### config.mk
export PLATFORM = sky130hd
export DESIGN_NAME = mem_access_unit
export DESIGN_NICKNAME = d
export VERILOG_FILES = /design/src/rtl/mem_access_unit.sv
export SDC_FILE = /design/constraint.sdc
export NUM_CORES = 1
export LEC_CHECK = 0
export CORE_MARGIN = 3
export CORE_UTILIZATION = 45
export DETAILED_ROUTE_END_ITERATION = 16
export PLACE_DENSITY = 0.87
export SYNTH_ARGS = -nofsm -noshare
export SYNTH_HDL_FRONTEND = slang
export SYNTH_SLANG_ARGS = --single-unit
### constraint.sdc
create_clock -name CLK -period 3.1 [get_ports CLK]
set_input_delay 0.775 -clock CLK [delete_from_list [all_inputs] [get_ports CLK]]
set_output_delay 0.775 -clock CLK [all_outputs]
set_load 0.05 [all_outputs]
### src/rtl/mem_access_unit.sv
// MEM-stage data-memory controller: stretches a one-cycle load/store into a timed SRAM handshake and freezes the pipeline meanwhile.
// Optional UART memory-mapped I/O at 0xBF00/0xBF01 is enabled by defining MEM_UART_MMIO_EN.
module mem_access_unit #(
  parameter int unsigned WAIT_CYCLES = 1
) (
  input  logic        CLK,
  input  logic        RST,
  input  logic        memRead,
  input  logic        memWrite,
  input  logic [15:0] address,
  input  logic [15:0] writeData,
  output logic [15:0] dataOut,
  output logic        freeze,
  output logic [15:0] ramAddr,
  output logic [15:0] ramDataOut,
  output logic        ramDataOe,
  input  logic [15:0] ramDataIn,
`ifdef MEM_UART_MMIO_EN
  output logic        uartRdn,
  output logic        uartWrn,
  input  logic        uartDataReady,
  input  logic        uartTbre,
  input  logic        uartTsre,
`endif
  output logic        ramCE_n,
  output logic        ramOE_n,
  output logic        ramWE_n
);

  typedef enum logic [1:0] {IDLE, READ, WRITE, DONE} state_t;

  localparam logic [3:0] LAST = 4'(WAIT_CYCLES - 1);

  state_t      state_q;
  logic [3:0]  cnt_q;
  logic [15:0] addr_q;
  logic [15:0] dataOut_q;
  logic [15:0] ramDataOut_q;
  logic        ramDataOe_q;
  logic        ramCE_n_q, ramOE_n_q, ramWE_n_q;

  logic        storeGo, loadGo, statRead, uartSel, reqStall;
  logic [15:0] statusWord;

`ifdef MEM_UART_MMIO_EN
  logic uartRdn_q, uartWrn_q;
  logic isUartData, isUartStat;

  // The status register answers in the IDLE cycle itself, so it never stalls
  assign isUartData = (address == 16'hBF00);
  assign isUartStat = (address == 16'hBF01);
  assign storeGo    = memWrite && !isUartStat;
  assign loadGo     = !memWrite && memRead && !isUartStat;
  assign statRead   = !memWrite && memRead && isUartStat;
  assign uartSel    = isUartData;
  assign reqStall   = (memRead || memWrite) && !isUartStat;
  assign statusWord = {14'b0, uartDataReady, uartTbre & uartTsre};
  assign uartRdn    = uartRdn_q;
  assign uartWrn    = uartWrn_q;
`else
  assign storeGo    = memWrite;
  assign loadGo     = !memWrite && memRead;
  assign statRead   = 1'b0;
  assign uartSel    = 1'b0;
  assign reqStall   = memRead || memWrite;
  assign statusWord = 16'h0000;
`endif

  assign freeze     = !RST && ((state_q == IDLE && reqStall) || state_q == READ || state_q == WRITE);
  assign ramAddr    = (state_q == IDLE) ? address : addr_q;
  assign dataOut    = dataOut_q;
  assign ramDataOut = ramDataOut_q;
  assign ramDataOe  = ramDataOe_q;
  assign ramCE_n    = ramCE_n_q;
  assign ramOE_n    = ramOE_n_q;
  assign ramWE_n    = ramWE_n_q;

  always_ff @(posedge CLK or posedge RST) begin
    if (RST) begin
      state_q      <= IDLE;
      cnt_q        <= '0;
      addr_q       <= '0;
      dataOut_q    <= '0;
      ramDataOut_q <= '0;
      ramDataOe_q  <= 1'b0;
      ramCE_n_q    <= 1'b1;
      ramOE_n_q    <= 1'b1;
      ramWE_n_q    <= 1'b1;
`ifdef MEM_UART_MMIO_EN
      uartRdn_q    <= 1'b1;
      uartWrn_q    <= 1'b1;
`endif
    end else begin
      case (state_q)
        IDLE: begin
          cnt_q <= '0;
          if (storeGo) begin
            addr_q       <= address;
            ramDataOut_q <= writeData;
            ramDataOe_q  <= 1'b1;
            state_q      <= WRITE;
            if (uartSel) begin
`ifdef MEM_UART_MMIO_EN
              uartWrn_q <= 1'b0;
`endif
            end else begin
              ramCE_n_q <= 1'b0;
              ramWE_n_q <= 1'b0;
            end
          end else if (loadGo) begin
            addr_q  <= address;
            state_q <= READ;
            if (uartSel) begin
`ifdef MEM_UART_MMIO_EN
              uartRdn_q <= 1'b0;
`endif
            end else begin
              ramCE_n_q <= 1'b0;
              ramOE_n_q <= 1'b0;
            end
          end else if (statRead) begin
            dataOut_q <= statusWord;
          end
        end
        READ, WRITE: begin
          // Strobes rise on the same edge that enters DONE; bus drive lingers one more cycle for stores
          if (cnt_q == LAST) begin
            if (state_q == READ) dataOut_q <= ramDataIn;
            ramCE_n_q <= 1'b1;
            ramOE_n_q <= 1'b1;
            ramWE_n_q <= 1'b1;
`ifdef MEM_UART_MMIO_EN
            uartRdn_q <= 1'b1;
            uartWrn_q <= 1'b1;
`endif
            cnt_q   <= '0;
            state_q <= DONE;
          end else begin
            cnt_q <= cnt_q + 4'd1;
          end
        end
        DONE: begin
          ramDataOe_q <= 1'b0;
          state_q     <= IDLE;
        end
        default: state_q <= IDLE;
      endcase
    end
  end

endmodule

Word-level counts from Yosys, hierarchy flattened
Cells that the tools add are included.
{ "word_totals": {"regBits": 58, "input_bits": 52, "out_inout_bits": 53, "word_cells": 59} }
{ "op_classes": {"n_eq_ne": 8, "n_mux": 19, "reduce_logical": 22, "addsub": 1} }
{ "ops": {"columns": ["op", "count"], "rows": [
  ["two-way mux 16 bit", 3],
  ["AND reduction 3 bit", 3],
  ["inequality test 2 bit (second input constant)", 4],
  ["one-hot mux 1 bit (2 select lines)", 4],
  ["one-hot mux 4 bit (2 select lines)", 1],
  ["AND reduction 2 bit", 4],
  ["two-way mux 1 bit", 6],
  ["two-way mux 2 bit", 3],
  ["one-hot mux 2 bit (3 select lines)", 1],
  ["nonzero test 2 bit", 3],
  ["adder 4 x 1 -> 4 bit (second input constant)", 1],
  ["== test 2 bit (second input constant)", 2],
  ["zero test 4 bit", 1],
  ["two-way mux 4 bit", 1],
  ["AND reduction 4 bit", 1],
  ["logical AND 1 bit", 3],
  ["logical OR 1 bit", 3],
  ["inequality test 3 bit (second input constant)", 1],
  ["== test 2 x 1 -> 1 bit (second input constant)", 1],
  ["zero test 1 bit", 2],
  ["zero test 2 bit", 1],
  ["OR reduction 2 bit", 1]
]} }

Longest topological paths before layout
Gate-level depths: netlist of the first run.
{ "logic_depth": {"word_depth": 5, "ltp_mapped": 7, "ltp_nobuf": 5} }

Worst setup path after synthesis of the first run
No wires, ideal clock.
{ "synth_timing": {"kind": "input-to-output", "startpoint": "input memWrite", "endpoint": "output freeze", "n_path_buf": 2, "arrival_time_ns": 2.011, "t_required_ns": 2.325, "slack_ns": 0.314, "stages": 4, "path_cell_list": "buf_2 o21ai_2 buf_4 a21oi_1"} }
{ "synth_between": {"elab_chain_len": 5} }
{ "synth_lines": {"columns": ["element", "line_no", "text"], "rows": [
  ["start: declaration", "9", "input logic memWrite,"],
  ["logical OR 1 bit", "65", "assign reqStall = memRead || memWrite;"],
  ["logical AND 1 bit", "69", "assign freeze = !RST && ((state_q == IDLE && reqStall) || state_q == READ || state_q == WRITE);"],
  ["logical OR 1 bit (2 in series)", "69", null],
  ["logical AND 1 bit", "69", null],
  ["end: declaration", "13", "output logic freeze,"]
]} }
Every way passes these cells.

Worst setup path in the final report of the first run
{ "layout_timing": {"startpoint": "register state_q[0]", "endpoint": "output ramAddr[3]"} }
{ "layout_between": {"elab_chain_len": 2} }
{ "layout_lines": {"columns": ["element", "line_no", "text"], "rows": [
  ["start: declaration", "34", "state_t state_q;"],
  ["start signal: assignment", "80", "state_q <= IDLE;"],
  ["start signal: assignment", "101", "state_q <= WRITE;"],
  ["start signal: assignment", "112", "state_q <= READ;"],
  ["zero test 2 bit", "70", "assign ramAddr = (state_q == IDLE) ? address : addr_q;"],
  ["two-way mux 16 bit", "70", null],
  ["end: declaration", "14", "output logic [15:0] ramAddr,"]
]} }
Every way passes these cells.

==> results of run 1 <==
-- cells in the mapped netlist, types with 2 or more instances --
| library cell | instances | area, µm² |
|---|---|---|
| nor2b_1 | 3 | 18.8 |
| nand2_1 | 8 | 30.0 |
| dfstp_2 | 3 | 78.8 |
| nor2_1 | 3 | 11.3 |
| mux2_4 | 10 | 150 |
| inv_1 | 9 | 33.8 |
| o21ai_0 | 6 | 30.0 |
| dfrtp_1 | 55 | 1380 |
| buf_2 | 4 | 20.0 |
| mux2_2 | 54 | 608 |
| ha_1 | 8 | 100 |
| a21oi_1 | 3 | 15.0 |
| or3b_2 | 2 | 17.5 |
-- layout by cell type, fill, tap and decap left out, drive strengths merged --
cell type and count:
o21ai 7, inv 9, clkbuf 10, and3 1, mux2 64, o22a 1, dfrtp 55, buf 20
a41o 1, nor2 3, o32a 1, a22oi 1, or3b 2, bufinv 1, a311oi 1, clkinv 4
a21oi 3, nand2 8, nor3b 2, nor2b 3, o22ai 1, a2bb2oi 1, ha 8, or4 1
dfstp 3, clkinvlp 1, nor3 1, a31oi 1, nand3 1, o41ai 1, clkdlybuf4s50 87, mux2i 1
-- flip-flops by register name, summed over array words and instances (netlist names), 2 cells and up --
register,cells
dataOut,16
addr_q,16
state_q,2
ramDataOut,16
cnt_q,4
-- metrics by stage --
| step | worst slack (ps) | instance area, µm² |
|---|---|---|
| floorplan | 314 | 2700 |
| global placement | 482 | 3740 |
| detailed placement | 468 | 3740 |
| CTS | 352 | 3930 |
| global route | 269 | 3930 |
| finish | 383 | 3930 |
-- kinds of logic (layout without fill, tap and decap cells) --
logic type               after synthesis  count (layout)
multiplexers                          65              65
AO/OA/AOI/OAI                         19              19
adder cells (fa/ha/maj)                8               8
AND/OR/NAND/NOR                       22              22
buffers and inverters                 18             132
flip-flops                            58              58
-- routing by layer --
layer / GRT usage / share of wire / up-vias
met5: 0 / 0 / -
met3: 0.0434 / 0.068 / 9
met2: 0.316 / 0.48 / 82
met1: 0.222 / 0.43 / 900
li1: - / - / 891
met4: 0.0614 / 0.015 / 0
-- path summary, 6_finish.rpt --
check | endpoint | slack, ps | depth (start not counted)
worst max-delay path | ramAddr[3] | 380 | 5
worst min-delay path | addr_q[10]$_DFFE_PP0P_ | 500 | 1
worst max register to register | cnt_q[0]$_DFFE_PP0P_ | 1100 | 5
worst min register to register | addr_q[10]$_DFFE_PP0P_ | 500 | 1
max in group asynchronous | ramWE_n$_DFFE_PP1P_ | 1710 | 3
min in group asynchronous | addr_q[1]$_DFFE_PP0P_ | 790 | 2
-- worst max-delay path: stages, from the launching register on --
cell     delay (ps)
dfrtp_1         420
inv_1           120
ha_1            230
buf_4           280
mux2_2          370
buf_4           190
-- area by class of cell --
class                   count  area (µm²)  share of cell area
well taps                  72        90.1              0.0229
clock buffers              10         128              0.0325
inverters                   9        33.8             0.00860
flip-flops and latches     58        1460               0.370
clock inverters             6        57.6              0.0146
repair buffers            107        1030               0.263
multi-input cells         114        1130               0.288
==> impl_metrics.json, run 1 <==
{
  "synth_compound_area_frac": 0.0482,
  "required_ps": 2320,
  "min_from": "addr_q[10]$_DFFE_PP0P_",
  "drt_iter0_markers": 57,
  "place_hpwl_um": 4530,
  "muxShareOfSynthArea": 0.284,
  "crit_start": "state_q[0]$_DFFE_PP0P_",
  "finalNetCount": 359,
  "fin_skew_ps": 4.95,
  "clk_latency_ps": 320,
  "period_needed_ps": 2720,
  "synth_top_family_by_area": "multiplexers",
  "fin_cells": 376,
  "drive_gt1_frac": 0.362,
  "syn_area_um2": 2700,
  "numPortBuffers": 104,
  "fin_crit_sh": 0.876,
  "grt_overflow": 0,
  "syn_inst": 190,
  "cts_sinks": 58,
  "groute.usage.overall": 0.182,
  "place_inst": 360,
  "die_x_um": 83.5,
  "ctsResizeCount": 0,
  "drtAntennaViolNets": 0,
  "wirelength_um": 5930,
  "die_area_um2": 6970,
  "synth_warnings": 0,
  "vias": 1882,
  "setup_viol": 0,
  "post-route-drc-count": 0,
  "synth_fp_nets": 250,
  "hold_path.class": "register to register",
  "syn2layout_area_growth_pct": 45.5,
  "ctsHtreeMaxLevel": 3,
  "cp_data_arrival_time_ps": 1940,
  "regToRegStartpoint": "state_q[0]$_DFFE_PP0P_",
  "grt_pass1_vias": 1973,
  "avgRoutedWirePerCell_um": 15.8,
  "slew_violations": 0,
  "fmax_ghz": 0.368,
  "rsz0062_at_grt": "no",
  "fin_setup_tns_ps": 0,
  "fillers": 400,
  "synth_adder_area_share": 0.0371,
  "cts_buffers": 9,
  "cts_tree": "yes",
  "postCtsHoldBufs": 0,
  "synthFlopType": "dfrtp_1",
  "status": "finished, final reports clean",
  "start_util": 0.479,
  "crit_type": "register to output port",
  "worstMarginPinSlew_ps": 719,
  "drv_cap": 0,
  "core-area_um2": 5640,
  "async_flop_share": 1.00,
  "diodes": 0,
  "critPathCaptureType": "output port",
  "cts_setup_buffers": 0,
  "synth_edf_count": 0,
  "ys_types": 35,
  "max-clock-path-buffers": 2,
  "num_rows": 27,
  "synthXorXnorAreaFrac": 0,
  "ys_ff_latch": 58,
  "hold_viol": 0,
  "grt_first_pass_wirelength_um": 10100,
  "cp_max_fo": 18,
  "grt_max_degree": 43,
  "clock-root-buffer": "clkbuf_8",
  "dr.pass1.iters": 4,
  "synthSimpleGateAreaFrac": 0.0496,
  "avgViaCountPerCell": 5.01,
  "antenna_found_initial": 0,
  "io_pins": 105,
  "start_kind": "register",
  "routabilityCongestion": 0.802,
  "die_height_um": 83.5,
  "final_util": 0.697,
  "synth_seq_area_share": 0.539,
  "clk_pin_slew_ps": 60,
  "whs_ps": 503,
  "max_slew_margin": 0.519,
  "syn_avg_cell_area_um2": 14.2
}
Power of run 1 is left out: the tool's default activity adds up to more than one toggle a clock period on the data nets, which glitch-free logic cannot reach.
==> run 2: changes to the inputs <==
--- a/config.mk
+++ b/config.mk
@@ -6,9 +6,9 @@
 export NUM_CORES = 1
 export LEC_CHECK = 0
 export CORE_MARGIN = 3
-export CORE_UTILIZATION = 45
+export CORE_UTILIZATION = 39
 export DETAILED_ROUTE_END_ITERATION = 16
-export PLACE_DENSITY = 0.87
+export PLACE_DENSITY = 0.81
 export SYNTH_ARGS = -nofsm -noshare
 export SYNTH_HDL_FRONTEND = slang
 export SYNTH_SLANG_ARGS = --single-unit
==> constraint.sdc (replaced) <==
create_clock -name CLK -period 2.4 [get_ports CLK]
set_input_delay 0.6 -clock CLK [delete_from_list [all_inputs] [get_ports CLK]]
set_output_delay 0.6 -clock CLK [all_outputs]
set_load 0.05 [all_outputs]
==> impl_metrics.json, run 2 (same netlist as run 1, synthesis figures left out) <==
{
  "whs_ps": 504,
  "start_kind": "register",
  "cpPeakStageDelay_ps": 380,
  "avgViaCountPerCell": 4.92,
  "worst_path_dominant_cell_family": "buffers and inverters",
  "grt_pass1_vias": 2025,
  "crit_type": "register to output port",
  "fin_setup_tns_ps": 0,
  "numPortBuffers": 104,
  "setup_viol": 0,
  "antenna_found_initial": 0,
  "dp_slack_ps": 232,
  "period_needed_ps": 2310,
  "io_pins": 105,
  "clk_latency_ps": 320,
  "status": "finished, final reports clean",
  "max_slew_margin": 0.651,
  "dr.pass1.iters": 5,
  "max-clock-path-buffers": 2,
  "fmax_ghz": 0.433,
  "finalNetCount": 365,
  "drv_cap": 0,
  "syn2layout_area_growth_pct": 49.8,
  "postCtsHoldBufs": 0,
  "grt_overflow": 0,
  "die_area_um2": 7960,
  "place_hpwl_um": 4260,
  "avgRoutedWirePerCell_um": 14.9,
  "grt_max_degree": 59,
  "hold_path.class": "register to register",
  "required_ps": 1800,
  "cp_max_fo": 14,
  "groute.usage.overall": 0.153,
  "cts_buffers": 9,
  "clk_pin_slew_ps": 60,
  "drtAntennaViolNets": 0,
  "rsz0062_at_grt": "no",
  "drive_gt1_frac": 0.381,
  "fin_skew_ps": 7.59,
  "grt_first_pass_wirelength_um": 9290,
  "fin_crit_sh": 0.962,
  "final_cell_mix": "87 x clkdlybuf4s50_1, 55 x dfrtp_1, 54 x mux2_2",
  "die_height_um": 89.2,
  "mostFrequentLayoutCell": "clkdlybuf4s50_1",
  "start_util": 0.414,
  "diodes": 0,
  "critPathCaptureType": "output port",
  "routabilityCongestion": 0.863,
  "vias": 1903,
  "worstMarginPinSlew_ps": 522,
  "clock-root-buffer": "clkbuf_8",
  "ctsHtreeMaxLevel": 3,
  "hold_viol": 0,
  "cts_sinks": 58,
  "final_util": 0.620,
  "wirelength_um": 5760,
  "crit_buf_inv": 3,
  "die_x_um": 89.2,
  "drt_iter0_markers": 62,
  "slew_violations": 0,
  "post-route-drc-count": 0,
  "num_rows": 29,
  "core-area_um2": 6530,
  "cts_tree": "yes",
  "setup_ws_ps": 92.2,
  "cp_data_arrival_time_ps": 1710,
  "cp_cell_sequence": "inv_1 > ha_2 > buf_12 > mux2_2 > buf_4",
  "crit_path_top_delay_cell": "dfrtp_1"
}
run 2: cell count changes in the layout (fill, tap and decap cells not counted), sizes merged:
cell	change
bufinv	+2
buf	+6
clkinv	-1
clkinvlp	-1
run 2: worst paths after layout:
kind | from | cells after the start | endpoint | slack [ps]
max | state_q[0]$_DFFE_PP0P_ | 5 | ramAddr[9] | 90
min | addr_q[3]$_DFFE_PP0P_ | 1 | addr_q[3]$_DFFE_PP0P_ | 500
max reg2reg | cnt_q[0]$_DFFE_PP0P_ | 5 | dataOut[12]$_DFFE_PP0P_ | 520
min reg2reg | addr_q[3]$_DFFE_PP0P_ | 1 | addr_q[3]$_DFFE_PP0P_ | 500
max in group asynchronous | RST | 3 | ramOE_n$_DFFE_PP1P_ | 1400
min in group asynchronous | RST | 3 | cnt_q[2]$_DFFE_PP0P_ | 700
run 2: per-layer routing:
metal | global-route usage | vias up | wire, µm
met5 | 0 | - | 0
li1 | - | 906 | -
met4 | 0.0731 | 0 | 90
met2 | 0.255 | 81 | 2860
met3 | 0.0498 | 12 | 453
met1 | 0.177 | 904 | 2350
run 2: through the flow:
stage,cells,area [µm²]
detailed placement,368,3780
global placement,368,3780
finish,387,4050
global route,387,4050
CTS,387,4040
floorplan,190,2710
run 2: final cells by class:
cell class | count | area, µm²
clock inverters | 6 | 105
clock buffers | 10 | 128
fillers | 537 | 2480
repair buffers | 113 | 1090
multi-input cells | 114 | 1140
flip-flops and latches | 58 | 1460
well taps | 77 | 96.3
inverters | 9 | 33.8
run 2: repair_timing:
action	4_1_cts	5_1_grt
endpoints found under the hold margin	0	0
pin swaps	0	0
buffers inserted	3	0
setup endpoints to repair	13	8
resized for setup	3	1
run 2: worst register-to-register path, stage by stage (launching register included):
cell     delay (ps)
dfrtp_1         420
inv_1            70
ha_1            160
nor3b_4         290
and3_4          420
mux2_2          390
Power of run 2 is left out for the same reason.
